==> src/rtl/mul_dot_sched.sv <==
`default_nettype none
// ============================================================================
//  Module      : mul_dot_sched
//  Description : Signed dot-product sequencer. Streams operand pairs from two
//                operand RAMs into the shared 17-bit pipelined multiplier and
//                accumulates the products with saturation into one result per
//                command, returned over a valid/ready handshake.
//  Revision    : 1.0 - initial release
// ============================================================================
module mul_dot_sched #(
  parameter int ADDR_W  = 10,
  parameter int MUL_LAT = 10,
  parameter int RD_LAT  = 1,
  parameter int ACC_W   = 44
) (
  input  logic              clk,
  input  logic              rst_n,
  input  logic              cmd_valid,
  output logic              cmd_ready,
  input  logic [ADDR_W-1:0] cmd_base_a,
  input  logic [ADDR_W-1:0] cmd_base_b,
  input  logic [ADDR_W-1:0] cmd_len,
  input  logic              abort,
  output logic              ram_rd_en,
  output logic [ADDR_W-1:0] ram_addr_a,
  output logic [ADDR_W-1:0] ram_addr_b,
  input  logic [16:0]       ram_dout_a,
  input  logic [16:0]       ram_dout_b,
  output logic              mul_enable,
  output logic              mul_start,
  output logic [16:0]       mul_a,
  output logic [16:0]       mul_b,
  input  logic [31:0]       mul_data,
  output logic              res_valid,
  input  logic              res_ready,
  output logic [ACC_W-1:0]  res_data,
  output logic              res_sat,
  output logic              busy
);

  localparam logic [ACC_W-1:0] ACC_MAX = {1'b0, {(ACC_W-1){1'b1}}};
  localparam logic [ACC_W-1:0] ACC_MIN = {1'b1, {(ACC_W-1){1'b0}}};

  typedef enum logic [1:0] {
    S_IDLE  = 2'd0,
    S_ISSUE = 2'd1,
    S_DRAIN = 2'd2,
    S_DONE  = 2'd3
  } state_t;

  state_t              state_q, state_d;
  logic [ADDR_W-1:0]   base_a_q, base_a_d;
  logic [ADDR_W-1:0]   base_b_q, base_b_d;
  logic [ADDR_W-1:0]   len_q, len_d;
  logic [ADDR_W-1:0]   k_q, k_d;
  logic [ADDR_W-1:0]   acc_cnt_q, acc_cnt_d;
  logic [RD_LAT-1:0]   rd_pipe_q, rd_pipe_d;
  logic                op_vld_q, op_vld_d;
  logic [MUL_LAT-1:0]  tag_q, tag_d;
  logic [16:0]         mul_a_q, mul_a_d;
  logic [16:0]         mul_b_q, mul_b_d;
  logic [ACC_W-1:0]    acc_q, acc_d;
  logic                sat_q, sat_d;
  logic [ACC_W:0]      sum_w;

  // The multiplier's sign-magnitude stage has no +65536, so -65536 is
  // pulled in by one LSB.
  function automatic logic [16:0] clamp_op(input logic [16:0] v);
    return (v == 17'h10000) ? 17'h10001 : v;
  endfunction

  assign mul_a    = mul_a_q;
  assign mul_b    = mul_b_q;
  assign res_data = acc_q;
  assign res_sat  = sat_q;

  // One guard bit above the accumulator exposes signed overflow.
  assign sum_w = {acc_q[ACC_W-1], acc_q} + {{(ACC_W+1-32){mul_data[31]}}, mul_data};

  // Next-state, datapath and output decode.
  always_comb begin
    state_d    = state_q;
    base_a_d   = base_a_q;
    base_b_d   = base_b_q;
    len_d      = len_q;
    k_d        = k_q;
    acc_cnt_d  = acc_cnt_q;
    acc_d      = acc_q;
    sat_d      = sat_q;

    cmd_ready  = (state_q == S_IDLE);
    busy       = (state_q != S_IDLE);
    res_valid  = (state_q == S_DONE);
    ram_rd_en  = (state_q == S_ISSUE) && !abort;
    ram_addr_a = ram_rd_en ? (base_a_q + k_q) : '0;
    ram_addr_b = ram_rd_en ? (base_b_q + k_q) : '0;
    mul_enable = ((state_q == S_ISSUE) || (state_q == S_DRAIN)) && !abort;
    mul_start  = mul_enable;

    // Read strobe travels RD_LAT stages to mark when RAM data is valid;
    // operands are registered on that cycle and tagged for the multiplier.
    rd_pipe_d  = (rd_pipe_q << 1) | RD_LAT'(ram_rd_en);
    op_vld_d   = rd_pipe_q[RD_LAT-1];
    mul_a_d    = rd_pipe_q[RD_LAT-1] ? clamp_op(ram_dout_a) : '0;
    mul_b_d    = rd_pipe_q[RD_LAT-1] ? clamp_op(ram_dout_b) : '0;
    tag_d      = (tag_q << 1) | MUL_LAT'(op_vld_q);

    // A tag emerging from the pipe means mul_data holds a wanted product.
    if (tag_q[MUL_LAT-1]) begin
      acc_cnt_d = acc_cnt_q + ADDR_W'(1);
      if (sum_w[ACC_W] != sum_w[ACC_W-1]) begin
        acc_d = sum_w[ACC_W] ? ACC_MIN : ACC_MAX;
        sat_d = 1'b1;
      end else begin
        acc_d = sum_w[ACC_W-1:0];
      end
    end

    case (state_q)
      S_IDLE: begin
        if (cmd_valid && !abort) begin
          base_a_d  = cmd_base_a;
          base_b_d  = cmd_base_b;
          len_d     = cmd_len;
          k_d       = '0;
          acc_cnt_d = '0;
          acc_d     = '0;
          sat_d     = 1'b0;
          state_d   = (cmd_len == '0) ? S_DONE : S_ISSUE;
        end
      end
      S_ISSUE: begin
        k_d = k_q + ADDR_W'(1);
        if (k_q == len_q - ADDR_W'(1)) state_d = S_DRAIN;
      end
      S_DRAIN: begin
        if (tag_q[MUL_LAT-1] && (acc_cnt_d == len_q)) state_d = S_DONE;
      end
      S_DONE: begin
        if (res_ready) state_d = S_IDLE;
      end
      default: state_d = S_IDLE;
    endcase

    // Abort wins over everything, including a coincident result handshake.
    if (abort && (state_q != S_IDLE)) begin
      state_d   = S_IDLE;
      rd_pipe_d = '0;
      op_vld_d  = 1'b0;
      mul_a_d   = '0;
      mul_b_d   = '0;
      tag_d     = '0;
      acc_d     = '0;
      acc_cnt_d = '0;
      k_d       = '0;
      sat_d     = 1'b0;
    end
  end

  // State and datapath registers.
  always_ff @(posedge clk or negedge rst_n) begin
    if (!rst_n) begin
      state_q   <= S_IDLE;
      base_a_q  <= '0;
      base_b_q  <= '0;
      len_q     <= '0;
      k_q       <= '0;
      acc_cnt_q <= '0;
      rd_pipe_q <= '0;
      op_vld_q  <= 1'b0;
      tag_q     <= '0;
      mul_a_q   <= '0;
      mul_b_q   <= '0;
      acc_q     <= '0;
      sat_q     <= 1'b0;
    end else begin
      state_q   <= state_d;
      base_a_q  <= base_a_d;
      base_b_q  <= base_b_d;
      len_q     <= len_d;
      k_q       <= k_d;
      acc_cnt_q <= acc_cnt_d;
      rd_pipe_q <= rd_pipe_d;
      op_vld_q  <= op_vld_d;
      tag_q     <= tag_d;
      mul_a_q   <= mul_a_d;
      mul_b_q   <= mul_b_d;
      acc_q     <= acc_d;
      sat_q     <= sat_d;
    end
  end

endmodule
`default_nettype wire
==> config.mk <==
export PLATFORM = sky130hd
export DESIGN_NAME = mul_dot_sched
export DESIGN_NICKNAME = d
export VERILOG_FILES = /design/src/rtl/mul_dot_sched.sv
export SDC_FILE = /design/constraint.sdc
export NUM_CORES = 1
export LEC_CHECK = 0
export BUFFER_PORTS_ARGS = -buffer_cell sky130_fd_sc_hd__buf_2
export CAP_MARGIN = 20
export CELL_PAD_IN_SITES_DETAIL_PLACEMENT = 0
export CELL_PAD_IN_SITES_GLOBAL_PLACEMENT = 1
export CORE_MARGIN = 2
export CORE_UTILIZATION = 31
export CTS_BUF_LIST = sky130_fd_sc_hd__clkbuf_4 sky130_fd_sc_hd__clkbuf_8
export DETAILED_ROUTE_END_ITERATION = 7
export PLACE_DENSITY_LB_ADDON = 0.25
export SYNTH_ARGS = -nofsm -noshare
export SYNTH_HDL_FRONTEND = slang
export SYNTH_SLANG_ARGS = --single-unit
==> constraint.sdc <==
create_clock -name clk -period 3.8 [get_ports clk]
set_input_delay 0.19 -clock clk [delete_from_list [all_inputs] [get_ports clk]]
set_output_delay 0.19 -clock clk [all_outputs]
set_load 0.05 [all_outputs]
### Yosys cells after proc, flatten, opt, wreduce, memory -nomap -nowiden

Index checks and enable logic that the tools add are counted.

| storage, ports and cells | value |
|---|---|
| bits in registers | 143 |
| input bits | 101 |
| output and inout bits | 105 |
| word-level logic and storage cells | 82 |

| cells by class | value |
|---|---|
| $add $sub $neg | 6 |
| eq/ne operators | 12 |
| muxes and demuxes | 36 |
| bitwise operators | 1 |
| reductions and logical operators | 14 |

Operators with widths:

| kind | number |
|---|---|
| $mux 44 | 6 |
| $mux 17 | 6 |
| $mux 10 | 9 |
| $add 44x32->45 | 1 |
| $eq 17x17->1 const B | 2 |
| $add 10x1->10 const B | 2 |
| $add 10x10->10 | 2 |
| $eq 10x10->1 | 2 |
| $pmux 10 s2 | 1 |
| $mux 2 | 6 |
| $ne 3x1->1 const B | 4 |
| $logic_not 10->1 | 1 |
| $or 10x1->10 | 1 |
| $sub 10x1->10 const B | 1 |
| $pmux 2 s4 | 1 |
| $mux 1 | 7 |
| $logic_and 1x1->1 | 5 |
| $eq 2x2->1 const B | 2 |
| $reduce_and 2->1 | 2 |
| $reduce_and 4->1 | 1 |
| $reduce_bool 3->1 | 1 |
| $eq 2x1->1 const B | 1 |
| $logic_not 2->1 | 1 |
| $reduce_bool 2->1 | 1 |
| 3 further kinds | 3 |

### Depth between registers and ports, before layout

| logic depth | value |
|---|---|
| word-level depth | 7 |
| depth in mapped cells | 14 |
| gate-level depth less buffers | 12 |

### Least setup slack after synthesis

Ideal clock, no wire load.

| timing path | value |
|---|---|
| path type | reg-to-reg |
| start | register acc_q[0] (netlist: res_data[0]) |
| end | register acc_q[37] (netlist: res_data[37]) |
| library setup time | 0.124 ns |
| arrival time | 3.186 ns |
| required time | 3.676 ns |
| path slack | 0.490 ns |
| stages on the path, launching flop included | 15 |
| buffers on the path | 3 |
| clock period less this slack | 3.310 ns |
| cell sequence | dfrtp_1 > ha_1 > fa_1 > a211oi_1 > o21ai_1 > a21oi_2 > a211oi_2 > nor2_2 > o31ai_4 > a31oi_2 > buf_4 > o21a_1 > buf_6 > buf_6 > a21oi_1 |

| on the way | value |
|---|---|
| longest elaborated chain between the ends | 7 |
| elaborated cells between the ends (all ways) | 8 |
| classes of those cells | add/sub: 1; eq/ne: 1; mux: 6 |

RTL lines:

| what | RTL line | RTL |
|---|---|---|
| start: declaration | 62 | `logic [ACC_W-1:0] acc_q, acc_d;` |
| start signal: assignment | 174 | `acc_q <= '0;` |
| start signal: assignment | 188 | `acc_q <= acc_d;` |
| $add 44x32->45 (*) | 78 | `assign sum_w = {acc_q[ACC_W-1], acc_q} + {{(ACC_W+1-32){mul_data[31]}}, mul_data};` |
| $mux 44 or $ne 1x1->1 (tied branches) | 112, 111 |  |
| $mux 44 (*) | 111 | `if (sum_w[ACC_W] != sum_w[ACC_W-1]) begin` |
| $mux 44 (*) | 109 | `if (tag_q[MUL_LAT-1]) begin` |
| $mux 44 | 121 | `if (cmd_valid && !abort) begin` |
| $mux 44 (*) | 119 | `case (state_q)` |
| $mux 44 (*) | 146 | `if (abort && (state_q != S_IDLE)) begin` |
| net acc_d[37] | 62 |  |

The timed path passes the listed nets; every way through them passes the cells marked *.
A chain may end at the register's enable or synchronous reset.

### Worst setup path after layout

| timing path | value |
|---|---|
| start | register acc_q[0] (netlist: res_data[0]) |
| end | register acc_q[3] (netlist: res_data[3]) |

The elaborated chain is that of the path after synthesis.

==> impl_metrics.py <==
metrics = {
    "sta": {
        "max_clock_freq_mhz": 281,
        "hold_viol_final": 0,
        "tightestPinTransition_ps": 1020,
        "final.setup.tns_ps": 0,
        "final_min_period_over_clock_period_pct": 93.6,
        "setup_repair_after_global_routing_missed_its_margin": "no",
        "relSlewSlack_pct": 31.9,
        "setup_viol": 0,
        "worst_clock_skew_ps": 22.4,
        "finalWorstPathRequiredPeriod_ps": 3560,
        "drv_slew": 0,
    },
    "drt": {
        "postRouteWirelength_mm": 26.1,
        "final_antenna_net_count": 0,
        "detail_route.wl_per_cell_um": 16.1,
        "vias_per_cell": 4.96,
        "total_vias_in_the_final_route": 8046,
        "first_pass_iters": 5,
        "drc": 0,
        "initialDrtViolationCount": 406,
    },
    "setup_path": {
        "worstPathCellList": "ha_1 -> fa_1 -> a211oi_1 -> o21ai_1 -> a21oi_2 -> a211oi_2 -> nor2_2 -> o31ai_4 -> a31oi_4 -> buf_4 -> o21a_2 -> buf_12 -> a21oi_1",
        "crit_arrival_ps": 3880,
        "end_kind": "flip-flop",
        "critical_path_buf_inv_count": 2,
        "criticalPathCategory": "flip-flop to flip-flop",
        "ff2ff_setup_slack_ps": 240,
        "highest_net_fanout_along_the_worst_path": 37,
        "worst_setup_path_start_kind": "flip-flop",
        "cp_top_delay_family": "compound AO/OA/AOI/OAI gates",
        "worst-endpoint-required_ps": 4120,
        "timing.critical_path.slowest_cell_delay_ps": 420,
        "cell_with_the_biggest_individual_delay_on_the_critical_path": "fa_1",
    },
    "cells_and_area": {
        "post-route-cell-area_um2": 11900,
        "num-nets-final": 1392,
        "fillerInstances": 2984,
        "stdcell_count": 1622,
        "area_overhead_of_the_layout_relative_to_synthesis_pct": 26.4,
        "insertedDiodeCount": 0,
        "layout-drive-gt1-share_pct": 26.9,
    },
    "placed_design": {
        "detailedPlacementHpwl_mm": 18.5,
        "dpl-instance-area_um2": 10800,
        "place.detailed.instances": 1526,
        "routabilityCongestion": 0.811,
        "port-buffer-count": 205,
    },
    "synth": {
        "synth_top_cells_by_area": "dfrtp_1, ha_1, xnor2_1, xor2_1, a21oi_1",
        "yosys_warnings": 0,
        "post_synth.cell_area_avg_um2": 9.70,
        "synth_area_um2": 9390,
        "synth_most_common_cell": "dfrtp_1",
        "synth-edff-count": 0,
        "synth_nets": 1141,
        "synth.yosys.seq_area_share_pct": 38.1,
        "synth_top_flop_cell": "dfrtp_1",
        "synth_top_cells_by_count": "dfrtp_1, nor2_1, ha_1, a21oi_1, xnor2_1",
        "synth_async_sr_flop_share_pct": 100,
        "synth.largest_area_cell": "dfrtp_1",
        "synth_largest_type_area_fraction_pct": 38.1,
        "syn-instance-count": 968,
        "synth-seq-cells": 143,
        "synth.lib_cells_used.distinct": 69,
    },
    "die": {
        "io-pin-count": 206,
        "die_h_um": 178,
        "die-area_um2": 31700,
        "row_count": 63,
        "overall_die_width_um": 178,
        "start_util_pct": 31.6,
        "design.core.area_um2": 29700,
    },
    "status": {
        "run_status": "complete, no violations",
    },
    "grt": {
        "use_met3_pct": 3.88,
        "initial_antenna_violation_count": 0,
        "grt_pass1_vias": 8244,
        "gr-usage-met2_pct": 28.4,
        "global_route.peak_usage_layer": "met2",
        "grt_pass1_wl_mm": 42.6,
        "grt_util_all_layers_pct": 16.7,
        "met1_usage_pct": 21.8,
        "largest_net_degree_at_the_start_of_global_routing": 102,
        "globalRoute.totalOverflow": 0,
    },
    "clock_network": {
        "postCtsSetupRepairBufs": 0,
        "root_buffer": "clkbuf_8",
        "clockBufferDepth": 2,
        "clock-sinks": 143,
        "clk_pin_slew_ps": 90,
        "clock_latency_ps": 460,
        "clock_tree_from_tritoncts": "done",
        "cts_made_buffers": 17,
        "cts-htree-levels": 4,
    },
    "power": {
        "power_frac_comb_pct": 43.5,
        "seq_power_share_pct": 33.8,
        "p_switching_mw": 2.72,
        "power_density_nw_per_um2": 518,
        "p_total_mw": 6.14,
        "power_leakage_nw": 5.98,
        "power.switching_fraction_pct": 44.2,
        "p_int_mw": 3.43,
        "clock_power_share_pct": 22.6,
        "vdd_ir_drop_max_uv": 319,
    },
    "flow_run": {
        "timing.max_cap.violations": 0,
    },
    "min_path": {
        "timing.hold.worst.class": "input pin to flip-flop",
    },
}
-- final timing paths --
path	depth (start not counted)	to	startpoint
hold reg to reg	1	tag_q[1]$_DFF_PN0_	tag_q[0]$_DFF_PN0_
hold / removal	2	len_q[6]$_DFFE_PN0P_	cmd_len[6]
setup reg to reg	13	res_data[3]$_DFF_PN0_	res_data[0]$_DFF_PN0_
min in group asynchronous	2	res_data[28]$_DFF_PN0_	rst_n
setup / recovery	13	res_data[3]$_DFF_PN0_	res_data[0]$_DFF_PN0_
max in group asynchronous	3	base_b_q[1]$_DFFE_PN0P_	rst_n
-- cells by family (layout without fill, tap and decap cells) --
group                    count (synthesis)  count (layout)  synth area share, %
flip-flops                             143             143                 38.1
multiplexers                            35              35                 4.19
adder cells (fa/ha/maj)                 77              77                 10.4
buffers and inverters                   76             339                 3.84
AO/OA/AOI/OAI                          276             277                 20.0
AND/OR/NAND/NOR                        261             261                 14.1
XOR/XNOR                               100             100                 9.33
-- state kept, by name (all words and copies together) (netlist names), 2 cells and up --
name and cells:
acc_cnt_q 10, state_q 2, res_data 44, k_q 10
len_q 10, mul_b 17, tag_q 10, mul_a 17
base_b_q 10, base_a_q 10
-- metrics by stage --
| step | util (%) | worst slack (ps) | hold WS, ps |
|---|---|---|---|
| 6_report | 39.9 | 244 | 36.3 |
| 3_5_place_dp | 36.2 | 28.3 | 387 |
| 3_3_place_gp | 36.2 | 44.8 | 373 |
| 2_1_floorplan | - | 490 | -106 |
| 4_1_cts | 39.8 | 9.30 | 0.166 |
| 5_1_grt | 39.9 | 0.698 | 19.4 |
-- layout by cell type (no fill, tap or decap), drive strengths merged, types with 22 or more instances in the layout --
cell type	instances
buf	216
dfrtp	143
a21oi	100
nor2	75
o21ai	71
ha	69
dlygate4sd3	63
xnor2	60
and3	48
nand2	40
xor2	40
inv	36
a21o	33
mux2	31
nand3	22
-- power groups by stage --
stage                     sequential (mW)  combinational, mW  clock (mW)
after global placement               2.11               2.60           0
after global routing                 2.13               2.94        1.50
final                                2.08               2.68        1.39
after floorplan                      2.31               1.78           0
after detailed placement             2.12               2.60           0
after CTS                            2.09               2.67        1.44
-- final cells by class --
cell class	count	area, um^2	area share [%]
Clock inverter	15	213	1.79
Multi-Input combinational cell	750	5480	46.2
Clock buffer	17	234	1.97
Timing Repair Buffer	279	1770	14.9
Tap cell	390	488	4.11
Inverter	28	105	0.886
Sequential cell	143	3580	30.2
-- timing repair --
action,4_1_cts,5_1_grt
resized for setup,0,2
setup endpoints to repair,0,38
hold endpoints to repair,162,0
hold buffers,63,0
-- layer usage --
| layer | wire [um] | part of all wire [%] | vias up |
|---|---|---|---|
| met5 | 0 | 0 | - |
| met4 | 231 | 0.89 | 0 |
| met3 | 1480 | 5.7 | 19 |
| met2 | 12300 | 47 | 220 |
| met1 | 12100 | 46 | 3801 |
| li1 | - | - | 4006 |
(Power assumes the default switching activity.)
